[config.mk]
export PLATFORM = sky130hd
export DESIGN_NAME = dmb_tail_gen
export DESIGN_NICKNAME = d
export VERILOG_FILES = /design/src/rtl/dmb_tail_pkg.sv /design/src/rtl/dmb_crc22_w16.sv /design/src/rtl/dmb_tail_gen.sv
export SDC_FILE = /design/constraint.sdc
export NUM_CORES = 1
export LEC_CHECK = 0
export CORE_MARGIN = 2
export CORE_UTILIZATION = 60
export CTS_CLUSTER_DIAMETER = 30
export DETAILED_ROUTE_END_ITERATION = 12
export MAX_ROUTING_LAYER = met4
export PLACE_DENSITY_LB_ADDON = 0.05
export SKIP_LAST_GASP = 1
export SYNTH_ARGS = -nofsm -noshare
export SYNTH_HDL_FRONTEND = slang
export SYNTH_SLANG_ARGS = --single-unit
[constraint.sdc]
create_clock -name CLK -period 9.05 [get_ports CLK]
set_input_delay 1.81 -clock CLK [delete_from_list [all_inputs] [get_ports CLK]]
set_output_delay 1.81 -clock CLK [all_outputs]
set_load 0.03 [all_outputs]
[src/rtl/dmb_tail_pkg.sv]
// Shared types and constants for the DMB event trailer generator.
// Holds the trailer FSM state type, word markers and the 16-bit-per-step CRC-22 function.
package dmb_tail_pkg;

  typedef enum logic [1:0] {
    IDLE,
    LATCH,
    SEND,
    DONE
  } tail_state_e;

  localparam logic [3:0]  TAIL_MK_F  = 4'hF;
  localparam logic [3:0]  TAIL_MK_E  = 4'hE;
  localparam logic [21:0] CRC22_POLY = 22'h000003;
  localparam int unsigned NTAIL      = 8;

  // Sixteen serial MSB-first shifts of x^22+x+1 collapsed into one step.
  function automatic logic [21:0] crc22_w16(input logic [21:0] crc, input logic [15:0] d);
    logic [21:0] c;
    logic        fb;
    c = crc;
    for (int i = 15; i >= 0; i--) begin
      fb = c[21] ^ d[i];
      c  = {c[20:0], 1'b0} ^ ({22{fb}} & CRC22_POLY);
    end
    return c;
  endfunction

endpackage

[src/rtl/dmb_crc22_w16.sv]
// Combinational next-CRC for one 16-bit word.
module dmb_crc22_w16
  import dmb_tail_pkg::*;
(
  input  logic [21:0] crc,
  input  logic [15:0] d,
  output logic [21:0] crc_nxt
);

  assign crc_nxt = crc22_w16(crc, d);

endmodule

[src/rtl/dmb_tail_gen.sv]
// Event trailer generator: counts and CRCs event words, then emits an eight-word trailer
// (L1A, error flags, word count, CRC-22) over a valid/ready stream.
module dmb_tail_gen
  import dmb_tail_pkg::*;
#(
  parameter int unsigned WC_W = 22
) (
  input  logic        CLK,
  input  logic        RST,
  input  logic        CLR_EVT,
  input  logic        DIN_VLD,
  input  logic [15:0] DIN,
  input  logic        STRT_TAIL,
  input  logic [23:0] L1A_NUM,
  input  logic [7:0]  ERR_FLAGS,
  input  logic        DOUT_RDY,
  output logic [15:0] DOUT,
  output logic        DOUT_VLD,
  output logic        DOUT_LAST,
  output logic        TAIL_BUSY,
  output logic        TAIL_DONE,
  output logic        WC_OVF
);

  localparam logic [WC_W-1:0] WC_MAX = '1;

  tail_state_e      state_q, state_d;
  logic [WC_W-1:0]  wcnt_q, wcnt_d;
  logic [WC_W-1:0]  wc_t_q, wc_t_d;
  logic [21:0]      crc_q, crc_d;
  logic             ovf_q, ovf_d;
  logic             late_q, late_d;
  logic [2:0]       idx_q, idx_d;
  logic [23:0]      l1a_q, l1a_d;
  logic [7:0]       err_q, err_d;
  logic [15:0]      dout_q, dout_d;
  logic             vld_q, vld_d;
  logic             last_q, last_d;

  logic [21:0]      crc_in, crc_nxt;
  logic [15:0]      crc_data;
  logic [WC_W:0]    wc_sum;
  logic [WC_W-1:0]  wc_t_sat;
  logic [WC_W-1:0]  wbase;
  logic [2:0]       idx_nxt;
  logic [7:0]       err_eff;
  logic             xfer;

  function automatic logic [15:0] tail_word(input logic [2:0]  i,
                                            input logic [23:0] l1a,
                                            input logic [7:0]  err,
                                            input logic        ovf,
                                            input logic [21:0] wct,
                                            input logic [21:0] crc);
    logic [15:0] w;
    case (i)
      3'd0:    w = {TAIL_MK_F, l1a[11:0]};
      3'd1:    w = {TAIL_MK_F, l1a[23:12]};
      3'd2:    w = {TAIL_MK_F, 4'h0, err};
      3'd3:    w = {TAIL_MK_F, 3'b000, ovf, 8'h00};
      3'd4:    w = {TAIL_MK_E, wct[11:0]};
      3'd5:    w = {TAIL_MK_E, 2'b00, wct[21:12]};
      3'd6:    w = {TAIL_MK_E, 1'b0, crc[10:0]};
      default: w = {TAIL_MK_E, 1'b0, crc[21:11]};
    endcase
    return w;
  endfunction

  // One CRC engine serves both event data (IDLE) and the outgoing trailer words (SEND).
  assign crc_in   = (state_q == IDLE && CLR_EVT) ? '0 : crc_q;
  assign crc_data = (state_q == IDLE) ? DIN : dout_q;

  dmb_crc22_w16 u_crc (
    .crc     (crc_in),
    .d       (crc_data),
    .crc_nxt (crc_nxt)
  );

  assign wc_sum   = {1'b0, wcnt_q} + (WC_W + 1)'(NTAIL);
  assign wc_t_sat = wc_sum[WC_W] ? WC_MAX : wc_sum[WC_W-1:0];
  assign wbase    = CLR_EVT ? '0 : wcnt_q;
  assign idx_nxt  = idx_q + 3'd1;
  assign xfer     = vld_q & DOUT_RDY;

  always_comb begin
    state_d = state_q;
    wcnt_d  = wcnt_q;
    wc_t_d  = wc_t_q;
    crc_d   = crc_q;
    ovf_d   = ovf_q;
    late_d  = late_q;
    idx_d   = idx_q;
    l1a_d   = l1a_q;
    err_d   = err_q;
    dout_d  = dout_q;
    vld_d   = vld_q;
    last_d  = last_q;

    // Words arriving once the trailer has started are dropped and flagged in W2.
    if (state_q != IDLE && DIN_VLD) begin
      late_d = 1'b1;
    end
    err_eff = {err_q[7] | late_d, err_q[6:0]};

    unique case (state_q)
      IDLE: begin
        wcnt_d = wbase;
        if (CLR_EVT) begin
          crc_d = '0;
          ovf_d = 1'b0;
        end
        if (DIN_VLD) begin
          crc_d = crc_nxt;
          if (wbase == WC_MAX) begin
            ovf_d = 1'b1;
          end else begin
            wcnt_d = wbase + 1'b1;
          end
        end
        if (STRT_TAIL) begin
          state_d = LATCH;
        end
      end
      LATCH: begin
        l1a_d   = L1A_NUM;
        err_d   = ERR_FLAGS;
        wc_t_d  = wc_t_sat;
        idx_d   = 3'd0;
        dout_d  = tail_word(3'd0, L1A_NUM, ERR_FLAGS, ovf_q, 22'(wc_t_sat), crc_q);
        vld_d   = 1'b1;
        last_d  = 1'b0;
        state_d = SEND;
      end
      SEND: begin
        if (xfer) begin
          if (idx_q <= 3'd5) begin
            crc_d = crc_nxt;
          end
          if (idx_q == 3'd7) begin
            dout_d  = '0;
            vld_d   = 1'b0;
            last_d  = 1'b0;
            state_d = DONE;
          end else begin
            idx_d  = idx_nxt;
            dout_d = tail_word(idx_nxt, l1a_q, err_eff, ovf_q, 22'(wc_t_q), crc_d);
            last_d = (idx_nxt == 3'd7);
          end
        end
      end
      DONE: begin
        wcnt_d  = '0;
        crc_d   = '0;
        ovf_d   = 1'b0;
        late_d  = 1'b0;
        state_d = IDLE;
      end
      default: state_d = IDLE;
    endcase
  end

  always_ff @(posedge CLK or posedge RST) begin
    if (RST) begin
      state_q <= IDLE;
      wcnt_q  <= '0;
      wc_t_q  <= '0;
      crc_q   <= '0;
      ovf_q   <= 1'b0;
      late_q  <= 1'b0;
      idx_q   <= 3'd0;
      l1a_q   <= '0;
      err_q   <= '0;
      dout_q  <= '0;
      vld_q   <= 1'b0;
      last_q  <= 1'b0;
    end else begin
      state_q <= state_d;
      wcnt_q  <= wcnt_d;
      wc_t_q  <= wc_t_d;
      crc_q   <= crc_d;
      ovf_q   <= ovf_d;
      late_q  <= late_d;
      idx_q   <= idx_d;
      l1a_q   <= l1a_d;
      err_q   <= err_d;
      dout_q  <= dout_d;
      vld_q   <= vld_d;
      last_q  <= last_d;
    end
  end

  assign DOUT      = dout_q;
  assign DOUT_VLD  = vld_q;
  assign DOUT_LAST = last_q;
  assign TAIL_BUSY = (state_q == LATCH) || (state_q == SEND);
  assign TAIL_DONE = (state_q == DONE);
  assign WC_OVF    = ovf_q;

endmodule

# == Word-level counts from Yosys, hierarchy flattened ==
# Cells that the tools add are included.
# word_totals
n_memories,0
ramBits,0
latchBits,0
elab_cells,116
input_bits,54
out_inout_bits,21
regBits,123
romBits,0
# classes
n_lt_le_gt_ge,1
n_eq_ne,17
n_reduce_logical,14
bitwise_logic,34
n_addsub,3
muxes,35
shift,0
mul,0
n_div,0
# ops
operator,n
bitwise XOR 22 x 2 -> 22 bit,16
two-way mux 22 bit,9
case mux 13 bit (7 select lines),1
case mux 22 bit (3 select lines),1
two-way mux 16 bit,3
case mux 22 bit (2 select lines),1
case mux 16 bit (2 select lines),1
"adder 22 x 4 -> 23 bit, second input constant",1
"adder 22 x 1 -> 22 bit, second input constant",1
"== test 22 bit, second input constant",1
bitwise XOR 1 bit,16
"== test 3 bit, second input constant",5
AND reduction 3 bit,4
two-way mux 1 bit,9
"!= test 2 bit, second input constant",4
case mux 2 bit (4 select lines),1
"== test 3 x 2 -> 1 bit, second input constant",2
two-way mux 2 bit,3
two-way mux 3 bit,2
case mux 1 bit (2 select lines),3
case mux 3 bit (2 select lines),1
nonzero test 2 bit,3
"== test 2 bit, second input constant",2
"adder 3 x 1 -> 3 bit, second input constant",1
12 further kinds,13

# == Depth between registers and ports, before layout ==
# Gate-level depths: netlist (run 1).
# depth
depth_word,40
mapped_depth,9
depth_no_buf,7

# == Hierarchy ==
# From an unflattened synthesis (run 1), not the netlist that was laid out.
# unflattened
hier_cells,793
area_unflattened_um2,7628.6
# modules_own_cells
mod,area_each_um2,seq_area_each_um2,n_inst,cells_per_inst
dmb_tail_gen,7310.8,3027.9,1,756
dmb_crc22_w16,317.8,0.0,1,37

# == Worst setup path after synthesis (run 1) ==
# OpenSTA, ideal clock, no wires.
# synth_timing
kind,input to register
from,in CLR_EVT
to,reg wcnt_q[17]
path_stages,9
setup_time_ns,0.124
t_required_ns,8.926
n_path_buf,2
slack_ns,5.186
t_arrival_ns,3.740
path_cell_list,buf_6 > buf_2 > nor2b_1 > ha_1 > and4b_1 > nand4_1 > or3_1 > and4b_1 > a211o_1
# synth_via
elab_chain_cells,5
word_cells_on_any_way,6
classes_between,add/sub: 1; eq/ne: 1; mux: 4
# synth_rtl
element,line,source
"start, declared",dmb_tail_gen.sv:10,"input logic CLR_EVT,"
two-way mux 22 bit *,dmb_tail_gen.sv:81,assign wbase = CLR_EVT ? '0 : wcnt_q;
adder 22 x 1 -> 22 bit or == test 22 bit (tied branches),"dmb_tail_gen.sv:117, dmb_tail_gen.sv:114",
two-way mux 22 bit,dmb_tail_gen.sv:114,if (wbase == WC_MAX) begin
two-way mux 22 bit *,dmb_tail_gen.sv:112,if (DIN_VLD) begin
case mux 22 bit (2 select lines) *,dmb_tail_gen.sv:105,unique case (state_q)
"end signal, assigned",dmb_tail_gen.sv:178,wcnt_q <= wcnt_d;
"end, declared",dmb_tail_gen.sv:28,"logic [WC_W-1:0] wcnt_q, wcnt_d;"
# Every way passes the cells marked *; elsewhere a longest branch is shown, timed or not.
# A chain may end at the register's enable or synchronous reset.

# == Worst setup path in the final report (run 1) ==
# Ends and elaborated chain as after synthesis.

==> results.md, run 1 <==
- Post-CTS Resized: 0
- Die Ht: 113 microns
- Largest net degree at the start of global routing: 81
- CTS root buf: clkbuf_16
- DR WL/cell: 23.4 microns
- Leak: 3.54 nW
- Critical Path Fanout Max: 32
- Antenna Nets Post-Route: 0
- Final period utilization: 45.3%
- FFs w/ async S/R, synth: 100%
- Synthesized area: 7180 sq um
- Gr ovfl total: 0
- Worst skew pair latency: 0.43 ns
- Status: complete, no violations
- FP Rows: 39
- Synth cell types: 72
- Number of flops mapped to enable cells by yosys: 0
- Skew final: 0.00788 ns
- CTS Buf Count: 17
- CP max-delay cell: or3_1
- Slew Limit Fails: 0
- Antenna violations before repair: 0
- Post-synthesis cell count: 725
- TritonCTS clock tree: done
- DPL Wire Length: 14900 microns
- Critical Path End Type: flip-flop
- Synth Flop Type: dfrtp_1
- Tot Pwr: 3.38 mW
- Highest clock rate: 244 MHz
- 1st-iter DRT viols: 875
- Sink Count: 121
- Most common cell in the netlist: dfrtp_1
- FF+latch count, synth: 121
- Number of setup buffers added after CTS: 0
- Core Area: 11600 sq um
- Synthesized Nets: 793
- Max-cap viol count: 0
- CP Data Required Time: 9.36 ns
- Biggest area consumer among synthesized cells: dfrtp_1
- Slew @ Worst Pin: 1.18 ns
- Vias per cell: 6.89
- Routed wire length: 21700 microns
- Worst rel slew slack: 21.5%
- Vias: 6398
- Initial Util: 62.1%
- Pwr dens: 396 nW/um^2
- GPL Wtd Cong: 0.975
- I/O pin count: 75
- Final Setup Violations: 0
- H-Tree Depth: 4
- Crit-path max cell delay: 0.47 ns
- CTS Buffer Depth: 2
- Arr. time, crit path: 4.41 ns
- Die area: 12900 sq um
- CP delay by family, top: simple AND/OR/NAND/NOR gates
- RSZ-0062 raised after global routing: false
- Ant diodes: 0
- Startpoint Class: input pin
- First-pass GRT wire length: 34300 microns
- Most frequent cells after synthesis: dfrtp_1 (121), nand2_1 (57), a21oi_1 (41)
- Final Critical Period: 4.10 ns
- Layout cells sized above 1: 11.8%
- Top cell type's share of synthesized area: 42.2%
- Crit path top cell by count: and4b_1
- DRT Pass-1 Iters: 7
- Fillers: 843
- DR DRC count: 0
- Sequential area share after synthesis: 42.2%
- GRT Resource Usage Total: 35.7%
- Setup TNS: 0 ns
- Clock transition at path regs: 0.06 ns
- Top post-synthesis cells by area: dfrtp_1 (42%), mux2_2 (6.1%), nand2_1 (3.0%)
- Syn avg cell area: 9.91 sq um
- YS warnings: 0
- Port bufs: 74
- Vias in the first global route: 6119
- CP bufs+invs: 2
- Peak supply drop: 224 uV
- Final net count: 840
- Layout area overhead: 18.7%
- Hold bufs inserted after CTS: 0
- Critical path class: input pin to flip-flop
- Die width: 113 microns
- Final Hold Fails: 0
- Crit path cell chain: clkdlybuf4s50_1 > buf_4 > nor2b_1 > ha_1 > and4b_1 > nand4_1 > or3_1 > and4b_1 > a211o_1
- Worst hold path type: flip-flop to flip-flop
-- report_power, final --
group / internal (mW) / total, mW / leakage, nW / switching (mW)
registers: 0.774 / 0.993 / 1.51 / 0.219
logic: 0.655 / 1.68 / 1.74 / 1.02
clock network: 0.428 / 0.707 / 0.294 / 0.279
-- cell type report --
type	instances	area, sq um	share of cell area (%)
multi-input cells	539	3880	45.5
flip-flops and latches	121	3030	35.5
repair buffers	78	771	9.04
clock buffers	19	453	5.31
well taps	143	179	2.10
clock inverters	13	156	1.83
inverters	15	58.8	0.690
-- through the flow --
| step | setup WS [ns] | hold slack (ns) | util, % | std cells | cell area, sq um |
|---|---|---|---|---|---|
| final | 4.95 | 0.506 | 73.7 | 928 | 8530 |
| after global routing | 4.78 | 0.514 | 73.7 | 928 | 8530 |
| after CTS | 5.00 | 0.506 | 73.7 | 928 | 8530 |
| after detailed placement | 4.58 | 0.483 | 68.5 | 896 | 7920 |
| after global placement | 4.65 | 0.482 | 68.5 | 896 | 7920 |
| after floorplan | 4.03 | 0.466 | - | 725 | 7180 |
-- layer usage --
| metal | wire (microns) | GRT usage, % |
|---|---|---|
| met1 | 9750 | 52.0 |
| met2 | 9500 | 49.8 |
| met3 | 2220 | 10.9 |
| met4 | 261 | 6.83 |
| met5 | 0 | - |
-- kinds of logic after synthesis --
family,Yosys count,share of synthesized area (%)
AND/OR/NAND/NOR,224,17.1
AO/OA/AOI/OAI,205,21.0
XOR/XNOR,39,4.76
multiplexers,57,8.64
buffers and inverters,65,3.92
flip-flops,121,42.2
adder cells (fa/ha/maj),14,2.44
-- final timing paths --
path | start | end | slack (ns) | cells after the start
max reg2reg | idx_q[0] | DOUT[4] | 5.95 | 7
min reg2reg | late_q | late_q | 0.51 | 1
max in group asynchronous | RST | crc_q[13] | 5.79 | 3
min in group asynchronous | RST | wcnt_q[8] | 1.80 | 2
min | late_q | late_q | 0.51 | 1
max | CLR_EVT | wcnt_q[17] | 4.95 | 9
-- worst reg2reg max path, stage by stage (launching register included) --
cell,delay [ns]
dfrtp_1,0.45
ha_1,0.23
ha_1,0.48
inv_1,0.44
a21o_1,0.65
nor2_1,0.17
a222oi_1,0.40
o211ai_1,0.13
-- state kept, by name (all words and copies together) (netlist names) --
name	flops
DOUT	14
idx_q	3
crc_q	22
late_q	1
state_q	2
wc_t_q	22
l1a_q	24
err_q	8
DOUT_LAST	1
WC_OVF	1
wcnt_q	22
DOUT_VLD	1
-- cell usage in the layout, fill, tap and decap left out, types with 18 or more instances in the layout --
master,Yosys,final
a21oi_1,41,41
and3_1,20,20
clkdlybuf4s50_1,0,74
dfrtp_1,121,121
mux2_2,39,39
nand2_1,57,57
nand3_1,25,25
nor2_1,39,39
o21ai_0,23,23
xnor2_1,21,21
xor2_1,18,18
(Power assumes the default switching activity.)
==> run 2: changes to the inputs <==
--- a/config.mk
+++ b/config.mk
@@ -6,7 +6,7 @@
 export NUM_CORES = 1
 export LEC_CHECK = 0
 export CORE_MARGIN = 2
-export CORE_UTILIZATION = 60
+export CORE_UTILIZATION = 58
 export CTS_CLUSTER_DIAMETER = 30
 export DETAILED_ROUTE_END_ITERATION = 12
 export MAX_ROUTING_LAYER = met4
==> constraint.sdc (replaced) <==
create_clock -name CLK -period 4.3 [get_ports CLK]
set_input_delay 0.86 -clock CLK [delete_from_list [all_inputs] [get_ports CLK]]
set_output_delay 0.86 -clock CLK [all_outputs]
set_load 0.03 [all_outputs]
==> run 2 against run 1 <==
  * Worst hold slack hardly changed
  * Clock skew grew 0.0015 ns
  * Utilization is 2.1 points lower
  * Global-route usage fell by 0.36 points
  * First-iteration DRC count rose by 5.6%
  * Largest cell class unchanged
  * Largest power group unchanged
==> results.md, run 2 (same netlist as run 1, synthesis figures left out) <==
- TritonCTS clock tree: done
- Final Hold Fails: 0
- Reg2reg path depth: 7
- DR DRC count: 0
- Commonest cells after routing, fill and taps aside: dfrtp_1 (121), clkdlybuf4s50_1 (74), nand2_1 (57)
- CTS root buf: clkbuf_16
- Worst hold path type: flip-flop to flip-flop
- Ant diodes: 0
- Die area: 13300 sq um
- Final period utilization: 75.1%
- Final Critical Period: 3.23 ns
- 1st-iter DRT viols: 924
- Critical path class: input pin to flip-flop
- Worst skew pair latency: 0.42 ns
- DR WL/cell: 22.8 microns
- Leak: 3.59 nW
- Hold_sp: wc_t_q[4]
- Most flops, register: l1a_q
- Met2 Use GR: 49.5%
- Met3 usage: 11.4%
- Crit-path max cell delay: 0.68 ns
- Setup TNS: 0 ns
- Slew @ Worst Pin: 1.05 ns
- Tot Pwr: 7.24 mW
- Skew final: 0.00936 ns
- Peak supply drop: 407 uV
- Largest register FFs: 24
- Largest net degree at the start of global routing: 44
- Vias in the first global route: 6175
- GPL Wtd Cong: 0.918
- Met1 usage: 50.2%
- Critical Path End Type: flip-flop
- Critical Path Fanout Max: 14
- Hold path depth: 1
- Final instance area: 8640 sq um
- Layout cells sized above 1: 11.9%
- Vias per cell: 6.64
- Commonest non-fill, non-tap cell in the layout: dfrtp_1
- Area of placed instances: 7990 sq um
- Port bufs: 74
- Post-CTS Resized: 0
- FP Rows: 40
- Clock transition at path regs: 0.06 ns
- CTS Buffer Depth: 2
- Fillers: 886
- Dpl ws: 0.703 ns
- Core Area: 12100 sq um
- First-pass GRT wire length: 34300 microns
- Startpoint Class: input pin
- Final net count: 845
- Highest clock rate: 309 MHz
- Max-cap viol count: 0
- GRT Resource Usage Total: 35.3%
- Slew Limit Fails: 0
- Antenna Nets Post-Route: 0
- Pwr dens: 839 nW/um^2
- Worst rel slew slack: 30.1%
- I/O pin count: 75
- Die Ht: 115 microns
- Status: complete, no violations
- Initial Util: 59.6%
- DPL Wire Length: 15200 microns
- Worst R2R Start: idx_q[0]
- Vias: 6356
- Critical Path Start: CLR_EVT
- DRT Pass-1 Iters: 6
- Antenna violations before repair: 0
- CP Data Required Time: 4.57 ns
- Fin worst setup slack: 1.07 ns
- CP max-delay cell: clkdlybuf4s50_1
- Busiest grt layer: met1
- CTS Buf Count: 17
- Hold bufs inserted after CTS: 0
- Gr ovfl total: 0
- Crit path cell chain: clkdlybuf4s50_1 > nor2b_1 > ha_1 > and4b_1 > nand4_1 > o31ai_4 > mux2i_1 > o21ai_1
- Sink Count: 121
- Number of setup buffers added after CTS: 0
- Die width: 115 microns
- Final Setup Violations: 0
- RSZ-0062 raised after global routing: false
- H-Tree Depth: 4
- Layout area overhead: 20.3%
- Routed wire length: 21800 microns
- Arr. time, crit path: 3.50 ns
-- run 2: cell count changes in the layout (fill, tap and decap cells not counted), sizes merged --
| cell | before | now |
|---|---|---|
| buf | 4 | 9 |
| clkbuf | 19 | 21 |
| bufinv | 2 | 5 |
| clkinvlp | 2 | 1 |
| inv | 23 | 15 |
| clkinv | 1 | 4 |
-- run 2: worst paths after layout --
check | end | slack [ns]
worst max-delay path | wcnt_q[0] | 1.07
worst min-delay path | wc_t_q[4] | 0.51
worst max register to register | DOUT[4] | 1.20
worst min register to register | wc_t_q[4] | 0.51
max in group asynchronous | err_q[0] | 2.65
min in group asynchronous | wcnt_q[8] | 0.85
-- run 2: area by class of cell --
cell class              instances  area, sq um  share of cell area [%]
multi-input cells             539         3880                    44.9
flip-flops and latches        121         3030                    35.1
repair buffers                 83          808                    9.36
clock buffers                  21          460                    5.33
well taps                     168          210                    2.43
clock inverters                10          193                    2.23
inverters                      15         58.8                   0.681
-- run 2: where the power goes --
group | internal, mW | switching [mW] | total, mW
sequential | 1.63 | 0.471 | 2.10
combinational | 1.40 | 2.15 | 3.55
clock | 1.06 | 0.537 | 1.60
-- run 2: worst max-delay path, delay by kind of cell --
family,cells,cell delay [ns]
AOI/OAI and AO/OA,2,0.59
and+or+nand+nor,3,0.84
adders and majority gates,1,0.26
muxes,1,0.27
buffers and inverters,1,0.68
-- run 2: through the flow --
stage	instances	utilization, %	hold WS (ns)
global route	957	71.6	0.519
global placement	926	66.2	0.479
CTS	957	71.6	0.507
finish	957	71.6	0.506
floorplan	725	-	0.466
detailed placement	926	66.2	0.488
-- run 2: layer usage --
layer / share of wire (%) / up-vias
li1: - / 2818
met1: 44 / 3119
met2: 44 / 382
met3: 11 / 37
met4: 1.3 / 0
met5: 0 / -
